`src/rtl/uart_tx_fifo.sv`:
```
// uart_tx_fifo
// UART transmitter fed by an 8-bit input FIFO. Bytes are accepted with a
// valid/ready handshake and sent LSB first as back-to-back frames (8N1, or
// 8E1 when UART_TX_PARITY_EN is defined) with no idle gap between frames.
//
// Configuration macro: UART_TX_PARITY_EN  (adds an even parity bit, 8E1)
//
// Parameters:
//   CLK_FREQ   input clock frequency in Hz
//   BAUD       line rate in bit/s; bit period DIV = round(CLK_FREQ/BAUD), DIV >= 2
//   FIFO_DEPTH FIFO entries, power of two, >= 2
//
// Ports:
//   clk        system clock
//   rstn       asynchronous active-low reset
//   data       byte to transmit
//   valid      data is valid this cycle
//   ready      FIFO can accept a byte (combinational, !full)
//   tx         registered serial line, idle high
//   busy       registered; FIFO non-empty or frame in progress
//   fifo_count current FIFO occupancy
//   overflow   sticky; set by valid while not ready, cleared only by reset
module uart_tx_fifo #(
  parameter int CLK_FREQ   = 100000000,
  parameter int BAUD       = 115200,
  parameter int FIFO_DEPTH = 16
) (
  input  logic                          clk,
  input  logic                          rstn,
  input  logic [7:0]                    data,
  input  logic                          valid,
  output logic                          ready,
  output logic                          tx,
  output logic                          busy,
  output logic [$clog2(FIFO_DEPTH):0]   fifo_count,
  output logic                          overflow
);

  localparam int DIV   = (CLK_FREQ + BAUD / 2) / BAUD;
  localparam int AW    = $clog2(FIFO_DEPTH);
  localparam int CW    = AW + 1;
  localparam int CNT_W = $clog2(DIV);
  localparam logic [CNT_W-1:0] CNT_MAX = CNT_W'(DIV - 1);

  typedef enum logic [2:0] {
    S_IDLE,
    S_START,
    S_DATA,
`ifdef UART_TX_PARITY_EN
    S_PARITY,
`endif
    S_STOP
  } state_t;

  state_t           state_q, state_d;
  logic [CNT_W-1:0] cnt_q, cnt_d;
  logic [2:0]       bit_q, bit_d;
  logic [7:0]       shift_q, shift_d;
  logic             tx_q, tx_d;
  logic             busy_q, busy_d;
  logic [CW-1:0]    wptr_q, wptr_d;
  logic [CW-1:0]    rptr_q, rptr_d;
  logic             overflow_q, overflow_d;
`ifdef UART_TX_PARITY_EN
  logic             parity_q, parity_d;
`endif
  logic [7:0]       mem_q [FIFO_DEPTH];

  logic             full, empty, push, pop;
  logic [CW-1:0]    count_d;
  logic [7:0]       head;
  logic             cnt_end;

  // Pointers carry an extra MSB so full and empty differ when the indices match.
  assign fifo_count = wptr_q - rptr_q;
  assign full       = (fifo_count == CW'(FIFO_DEPTH));
  assign empty      = (wptr_q == rptr_q);
  assign ready      = ~full;
  assign push       = valid & ~full;
  assign head       = mem_q[rptr_q[AW-1:0]];
  assign cnt_end    = (cnt_q == CNT_MAX);

  assign wptr_d     = wptr_q + CW'(push);
  assign rptr_d     = rptr_q + CW'(pop);
  assign count_d    = wptr_d - rptr_d;
  assign overflow_d = overflow_q | (valid & full);
  assign busy_d     = (state_d != S_IDLE) | (count_d != '0);

  always_comb begin
    state_d  = state_q;
    cnt_d    = cnt_q;
    bit_d    = bit_q;
    shift_d  = shift_q;
    tx_d     = tx_q;
    pop      = 1'b0;
`ifdef UART_TX_PARITY_EN
    parity_d = parity_q;
`endif
    case (state_q)
      S_IDLE: begin
        tx_d  = 1'b1;
        cnt_d = '0;
        if (!empty) begin
          // Start bit is driven on the same edge as the pop.
          pop      = 1'b1;
          shift_d  = head;
`ifdef UART_TX_PARITY_EN
          parity_d = ^head;
`endif
          state_d  = S_START;
          tx_d     = 1'b0;
        end
      end
      S_START: begin
        if (cnt_end) begin
          cnt_d   = '0;
          bit_d   = '0;
          state_d = S_DATA;
          tx_d    = shift_q[0];
        end else begin
          cnt_d = cnt_q + CNT_W'(1);
        end
      end
      S_DATA: begin
        if (cnt_end) begin
          cnt_d = '0;
          if (bit_q == 3'd7) begin
`ifdef UART_TX_PARITY_EN
            state_d = S_PARITY;
            tx_d    = parity_q;
`else
            state_d = S_STOP;
            tx_d    = 1'b1;
`endif
          end else begin
            bit_d   = bit_q + 3'd1;
            shift_d = {1'b0, shift_q[7:1]};
            tx_d    = shift_q[1];
          end
        end else begin
          cnt_d = cnt_q + CNT_W'(1);
        end
      end
`ifdef UART_TX_PARITY_EN
      S_PARITY: begin
        if (cnt_end) begin
          cnt_d   = '0;
          state_d = S_STOP;
          tx_d    = 1'b1;
        end else begin
          cnt_d = cnt_q + CNT_W'(1);
        end
      end
`endif
      S_STOP: begin
        if (cnt_end) begin
          cnt_d = '0;
          if (!empty) begin
            // Back-to-back frame: next start bit follows the stop bit directly.
            pop      = 1'b1;
            shift_d  = head;
`ifdef UART_TX_PARITY_EN
            parity_d = ^head;
`endif
            state_d  = S_START;
            tx_d     = 1'b0;
          end else begin
            state_d = S_IDLE;
            tx_d    = 1'b1;
          end
        end else begin
          cnt_d = cnt_q + CNT_W'(1);
        end
      end
      default: begin
        state_d = S_IDLE;
        cnt_d   = '0;
        tx_d    = 1'b1;
      end
    endcase
  end

  always_ff @(posedge clk or negedge rstn) begin
    if (!rstn) begin
      state_q    <= S_IDLE;
      cnt_q      <= '0;
      bit_q      <= '0;
      tx_q       <= 1'b1;
      busy_q     <= 1'b0;
      wptr_q     <= '0;
      rptr_q     <= '0;
      overflow_q <= 1'b0;
    end else begin
      state_q    <= state_d;
      cnt_q      <= cnt_d;
      bit_q      <= bit_d;
      tx_q       <= tx_d;
      busy_q     <= busy_d;
      wptr_q     <= wptr_d;
      rptr_q     <= rptr_d;
      overflow_q <= overflow_d;
    end
  end

  // Data storage carries no reset; the pointers define what is valid.
  always_ff @(posedge clk) begin
    shift_q <= shift_d;
`ifdef UART_TX_PARITY_EN
    parity_q <= parity_d;
`endif
    if (push) begin
      mem_q[wptr_q[AW-1:0]] <= data;
    end
  end

  assign tx       = tx_q;
  assign busy     = busy_q;
  assign overflow = overflow_q;

endmodule

```
`config.mk`:
```
export PLATFORM = sky130hd
export DESIGN_NAME = uart_tx_fifo
export DESIGN_NICKNAME = d
export VERILOG_FILES = /design/src/rtl/uart_tx_fifo.sv
export SDC_FILE = /design/constraint.sdc
export NUM_CORES = 1
export LEC_CHECK = 0
export CORE_ASPECT_RATIO = 0.5
export CORE_MARGIN = 4
export CORE_UTILIZATION = 61
export CTS_CLUSTER_DIAMETER = 60
export DETAILED_ROUTE_END_ITERATION = 10
export HOLD_SLACK_MARGIN = 0.03
export PLACE_DENSITY = 0.82
export SETUP_SLACK_MARGIN = 0.05
export SYNTH_ARGS = -nofsm -noshare
export SYNTH_HDL_FRONTEND = slang
export SYNTH_SLANG_ARGS = --single-unit
```
`constraint.sdc`:
```
create_clock -name clk -period 5.45 [get_ports clk]
set_input_delay 1.635 -clock clk [delete_from_list [all_inputs] [get_ports clk]]
set_output_delay 1.635 -clock clk [all_outputs]
set_load 0.005 [all_outputs]
```
# [After elaboration in Yosys (flattened, before gate mapping)]
# Memory sizes are Yosys's and may differ from the RTL's.
# Cells that the tools add are included.
[word_totals] n_memories=1 reg_bits=37 word_cells=70 output_inout_bits=9 input_bits=11 mem_bits_rw=128
[op_classes] reduce_logical=9 n_eq_ne=11 n_mux=29 addsub=6 bitwise_logic=5
[mem_list] name="mem_q" words=16 width=8 rd=1 rd_ports_with_merged_regs=0 write_ports=1 line_no="67" rtl="logic [7:0] mem_q [FIFO_DEPTH];"
[op_table] operator="$mux 8" n=4
[op_table] operator="$mux 3" n=8
[op_table] operator="$pmux 8 s3" n=1
[op_table] operator="$mux 10" n=2
[op_table] operator="$pmux 3 s4" n=1
[op_table] operator="$add 10x1->10 const B" n=1
[op_table] operator="$add 5x1->5" n=2
[op_table] operator="$eq 10x10->1 const B" n=1
[op_table] operator="$mux 1" n=10
[op_table] operator="$sub 5x5->5" n=2
[op_table] operator="$ne 2x2->1 const B" n=4
[op_table] operator="$reduce_and 4->1" n=2
[op_table] operator="$eq 3x2->1 const B" n=2
[op_table] operator="$pmux 3 s2" n=1
[op_table] operator="$reduce_bool 3->1" n=2
[op_table] operator="$eq 5x5->1" n=1
[op_table] operator="$eq 5x5->1 const B" n=1
[op_table] operator="$reduce_bool 5->1" n=1
[op_table] operator="$pmux 1 s4" n=1
[op_table] operator="$add 3x1->3 const B" n=1
[op_table] operator="$eq 3x1->1 const B" n=1
[op_table] operator="$eq 3x3->1 const B" n=1
[op_table] operator="$logic_not 3->1" n=1
[op_table] operator="$reduce_and 3->1" n=1
[op_table] operator="6 further kinds" n=8

# [Depth between registers and ports, before layout]
# Gate-level depths: netlist of the first run.
[logic_depth] ltp_word=8 ltp_mapped=18 depth_no_buf=17

# [Worst setup path before layout of the first run]
# OpenSTA, ideal clock, no wires.
[synth_path] path_type="register -> register" start="reg rptr_q[1]" end="reg busy_q (netlist: busy)" setup_slack_ps=1267 t_required_ps=5311 setup_time_ps=139 stages_incl_launch_ff=19 arrival_ps=4045 synth_period_minus_slack_ps=4183 n_path_buf=3 cell_sequence="dfrtp_1 -> clkbuf_1 -> clkbuf_1 -> inv_1 -> ha_1 -> a21o_1 -> a21oi_1 -> xnor2_1 -> o31a_1 -> clkbuf_1 -> ha_1 -> ha_1 -> xor2_2 -> ha_1 -> a21oi_1 -> mux2i_1 -> nor4_1 -> a21oi_1 -> or4b_1"
[synth_between] elab_chain_cells=8 word_cells_on_any_way=18 classes_between="add/sub (4); eq/ne (2); mux (7); bitwise (3); reduce/logical (2)"
[synth_rtl] item="start: declaration" line_no="62" rtl="logic [CW-1:0] rptr_q, rptr_d;"
[synth_rtl] item="start signal: assignment" line_no="200" rtl="rptr_q <= rptr_d;"
[synth_rtl] item="$sub 5x5->5" line_no="75" rtl="assign fifo_count = wptr_q - rptr_q;"
[synth_rtl] item="via fifo_count[3]" line_no="35" rtl="output logic [$clog2(FIFO_DEPTH):0] fifo_count,"
[synth_rtl] item="$eq 5x5->1" line_no="76" rtl="assign full = (fifo_count == CW'(FIFO_DEPTH));"
[synth_rtl] item="$not 1->1" line_no="79" rtl="assign push = valid & ~full;"
[synth_rtl] item="$and 1x1->1" line_no="79"
[synth_rtl] item="$add 5x1->5" line_no="83" rtl="assign wptr_d = wptr_q + CW'(push);"
[synth_rtl] item="$sub 5x5->5" line_no="85" rtl="assign count_d = wptr_d - rptr_d;"
[synth_rtl] item="$reduce_bool 5->1" line_no="87" rtl="assign busy_d = (state_d != S_IDLE) | (count_d != '0);"
[synth_rtl] item="$or 1x1->1" line_no="87"
[synth_rtl] item="via busy_d" line_no="60" rtl="logic busy_q, busy_d;"
[synth_rtl] item="end signal: assignment" line_no="198" rtl="busy_q <= busy_d;"
[synth_rtl] item="end: declaration" line_no="60"
# The timed path passes the listed nets, and every way through them passes these cells.
# A chain may end at the register's enable or synchronous reset.

# [Worst setup path in the final report of the first run]
[layout_path] start="reg wptr_q[1]" end="out ready"
[layout_between] elab_chain_cells=3
[layout_rtl] item="start: declaration" line_no="61" rtl="logic [CW-1:0] wptr_q, wptr_d;"
[layout_rtl] item="start signal: assignment" line_no="199" rtl="wptr_q <= wptr_d;"
[layout_rtl] item="$sub 5x5->5" line_no="75"
[layout_rtl] item="$eq 5x5->1" line_no="76"
[layout_rtl] item="$not 1->1" line_no="78" rtl="assign ready = ~full;"
[layout_rtl] item="end: declaration" line_no="32" rtl="output logic ready,"
# Every way passes these cells.

==> metrics.md, run 1 <==
| Metric | Value |
|---|---|
| Vias in the first global route | `4012` |
| CTS Hold Bufs | `0` |
| HP Class | `reg -> reg` |
| Metal3 WL | `1060 um` |
| Max-slew violations | `0` |
| Slack of the critical path | `0.689 ns` |
| First-pass GRT wire length | `23200 um` |
| Commonest non-fill, non-tap cell in the layout | `edfxtp_1` |
| Die H | `84.0 um` |
| Mapped Cells | `398` |
| Mapped Nets | `425` |
| Arr. time, crit path | `3.13 ns` |
| Port bufs | `19` |
| Pwr dens | `560 nW/um2` |
| Relative slew margins | `30.2%` |
| Post-synth ARST share | `17.6%` |
| Leakage power | `2.80 nW` |
| Area after DPL | `7400 um2` |
| Clock transition at path regs | `0.07 ns` |
| All-Layer GR Usage | `23.4%` |
| Die area | `13500 um2` |
| Gpl congestion | `0.801` |
| EDFF count, synth | `136` |
| Top routing layer used | `met4` |
| WL met2 | `7190 um` |
| Critical Path Most Common Cell | `or3_1` |
| Number of top-level pins | `20` |
| DRT antenna net count | `0` |
| Most frequent cells in the layout | `136 x edfxtp_1, 40 x mux4_2, 27 x dfrtp_1, 23 x nor2_1, 19 x clkdlybuf4s50_1` |
| Dpl ws | `0.750 ns` |
| Worst vdd ir | `0.000280 V` |
| Fin nets | `452` |
| CP cell instances | `inv_1, fa_1, xnor2_1, or3_1, or3_1, clkdlybuf4s50_1` |
| Clock sinks | `165` |
| Final setup vio count | `0` |
| Num CTS Buffers | `17` |
| Final Skew | `0.00825 ns` |
| Via density | `6.48` |
| Routed wire length | `14400 um` |
| Clock Latency Late Sink | `0.43 ns` |
| Max_cap viols | `0` |
| Crit Path Max Fanout | `12` |
| DRT iter0 DRCs | `433` |
| CP Data Required Time | `3.82 ns` |
| Die X-Extent | `160 um` |
| # H-tree levels | `4` |
| CP max stage delay | `0.58 ns` |
| Initial Util | `63.3%` |
| Post-CTS sizing | `0` |
| Fin. Hold Viols | `0` |
| Period utilisation layout | `87.4%` |
| Sequential area share after synthesis | `68.2%` |
| Core Util, Final | `71.5%` |
| Core area | `11100 um2` |
| Top_reg_cell synth | `edfxtp_1` |
| Outcome | `finished clean` |
| Number of distinct library cells after synthesis | `53` |
| DRC Markers | `0` |
| Syn Area/Cell | `17.7 um2` |
| CP Capture Type | `output pin` |
| Post-layout min period | `4.76 ns` |
| Setup Fix Bufs, Post-CTS | `0` |
| Root Driver | `clkbuf_16` |
| Final Non-Filler Cells | `583` |
| Vias | `3775` |
| Share of layout cells above drive strength 1 | `21.0%` |
| Total negative slack | `0 ns` |
| Detailed Routing Iterations Pass 1 | `5` |
| Grt ovf | `0` |
| Avg WL per Cell | `24.7 um` |
| Largest net degree at the start of global routing | `34` |
| Placed Cells | `551` |
| CTS max path bufs | `2` |
| Finished Cell Area | `7980 um2` |
| # rows | `27` |
| Ant diodes | `0` |
| CP Launch Type | `flip-flop` |
| Post-synthesis cell area | `7050 um2` |
| RSZ-0062 raised after global routing | `no` |
| DP Wirelength | `9020 um` |
| Metal-1 WL | `5890 um` |
| Initial antenna violation count | `0` |
| CTS tree | `done` |
| Synth Warn # | `0` |
| CP Class | `reg -> out` |
| Seq cells post-synth | `165` |
| Max Fclk | `210 MHz` |
| Slowest cell on the critical path | `dfrtp_1` |
| Worst Max-Slew Pin Slew | `1.04 ns` |
| Synthesis-to-layout area growth | `13.1%` |
[registers in the layout, summed over array words and instances (netlist names)]
name      cells
rptr_q        5
bit_q         3
wptr_q        5
shift_q       8
tx            1
overflow      1
state_q       3
busy          1
mem_q       128
cnt_q        10
[where the power goes]
group          internal [mW]  total, mW  switching, mW
registers               1.57       1.73          0.159
logic                  0.813       1.58          0.766
clock network          0.605       1.15          0.548
[final cells by class]
cell class,count,area [um2]
timing repair buffer,23,220
multi-input combinational,201,2120
clock inverter,14,145
tap,145,181
inverter,17,63.8
sequential,165,4810
fill,639,3170
clock buffer,18,429
[cell families after synthesis]
group | synth area share, %
simple gates | 6.78
flops | 68.2
xor+xnor | 3.37
other cells | 0.0532
mux | 13.3
fa+ha+maj | 2.94
buf+inv | 1.77
compound gates | 3.53
[critical path: cells and delay by family (launching register included)]
family	cells	cell delay (ns)
buffers and inverters	2	0.71
XOR/XNOR	1	0.17
AND/OR/NAND/NOR	2	0.74
adder cells (fa/ha/maj)	1	0.50
flip-flops	1	0.58
[Yosys cell counts, drive strengths merged (3+ instances only)]
master | instances | area, um2
a21oi | 9 | 45.0
edfxtp | 136 | 4080
nand2b | 3 | 21.3
nand2 | 9 | 33.8
mux2i | 4 | 40.0
mux4 | 40 | 901
nand3 | 8 | 40.0
clkbuf | 11 | 41.3
inv | 17 | 63.8
dfrtp | 28 | 701
nor3b | 4 | 35.0
ha | 15 | 188
a22o | 7 | 61.3
xnor2 | 14 | 138
and4 | 4 | 35.0
xor2 | 8 | 77.6
nand4 | 4 | 25.0
o21ai | 4 | 20.0
nor3 | 5 | 30.0
and3 | 12 | 76.3
buf | 4 | 20.0
nor2 | 23 | 86.3
[through the flow]
step | power (mW) | hold slack [ns]
finish | 4.46 | 0.505
global route | 4.70 | 0.526
CTS | 4.47 | 0.510
detailed placement | 3.31 | 0.501
global placement | 3.23 | 0.457
floorplan | 2.80 | 0.455
[routing by layer]
metal  track usage (%)  up-vias
met5                 0        -
met4              7.49        0
met3              7.60       25
met2              37.5      158
met1              30.8     1963
li1                  -     1629
[final timing paths]
kind	start	endpoint	slack (ns)	cells after the start
worst min-delay path	cnt_q[0]	cnt_q[0]	0.51	1
worst min register to register	cnt_q[0]	cnt_q[0]	0.51	1
min in group asynchronous	rstn	cnt_q[0]	1.59	2
max in group asynchronous	rstn	tx	3.54	2
worst max register to register	wptr_q[1]	busy	0.98	16
worst max-delay path	wptr_q[1]	ready	0.69	6
No activity file was read; power rests on OpenSTA's default activity.
==> inputs of run 2 (changes only) <==
CTS_CLUSTER_SIZE = 16   (was unset)
==> results of run 2 <==
Same layout as run 1: the final DEF is identical, and so are final timing and power.
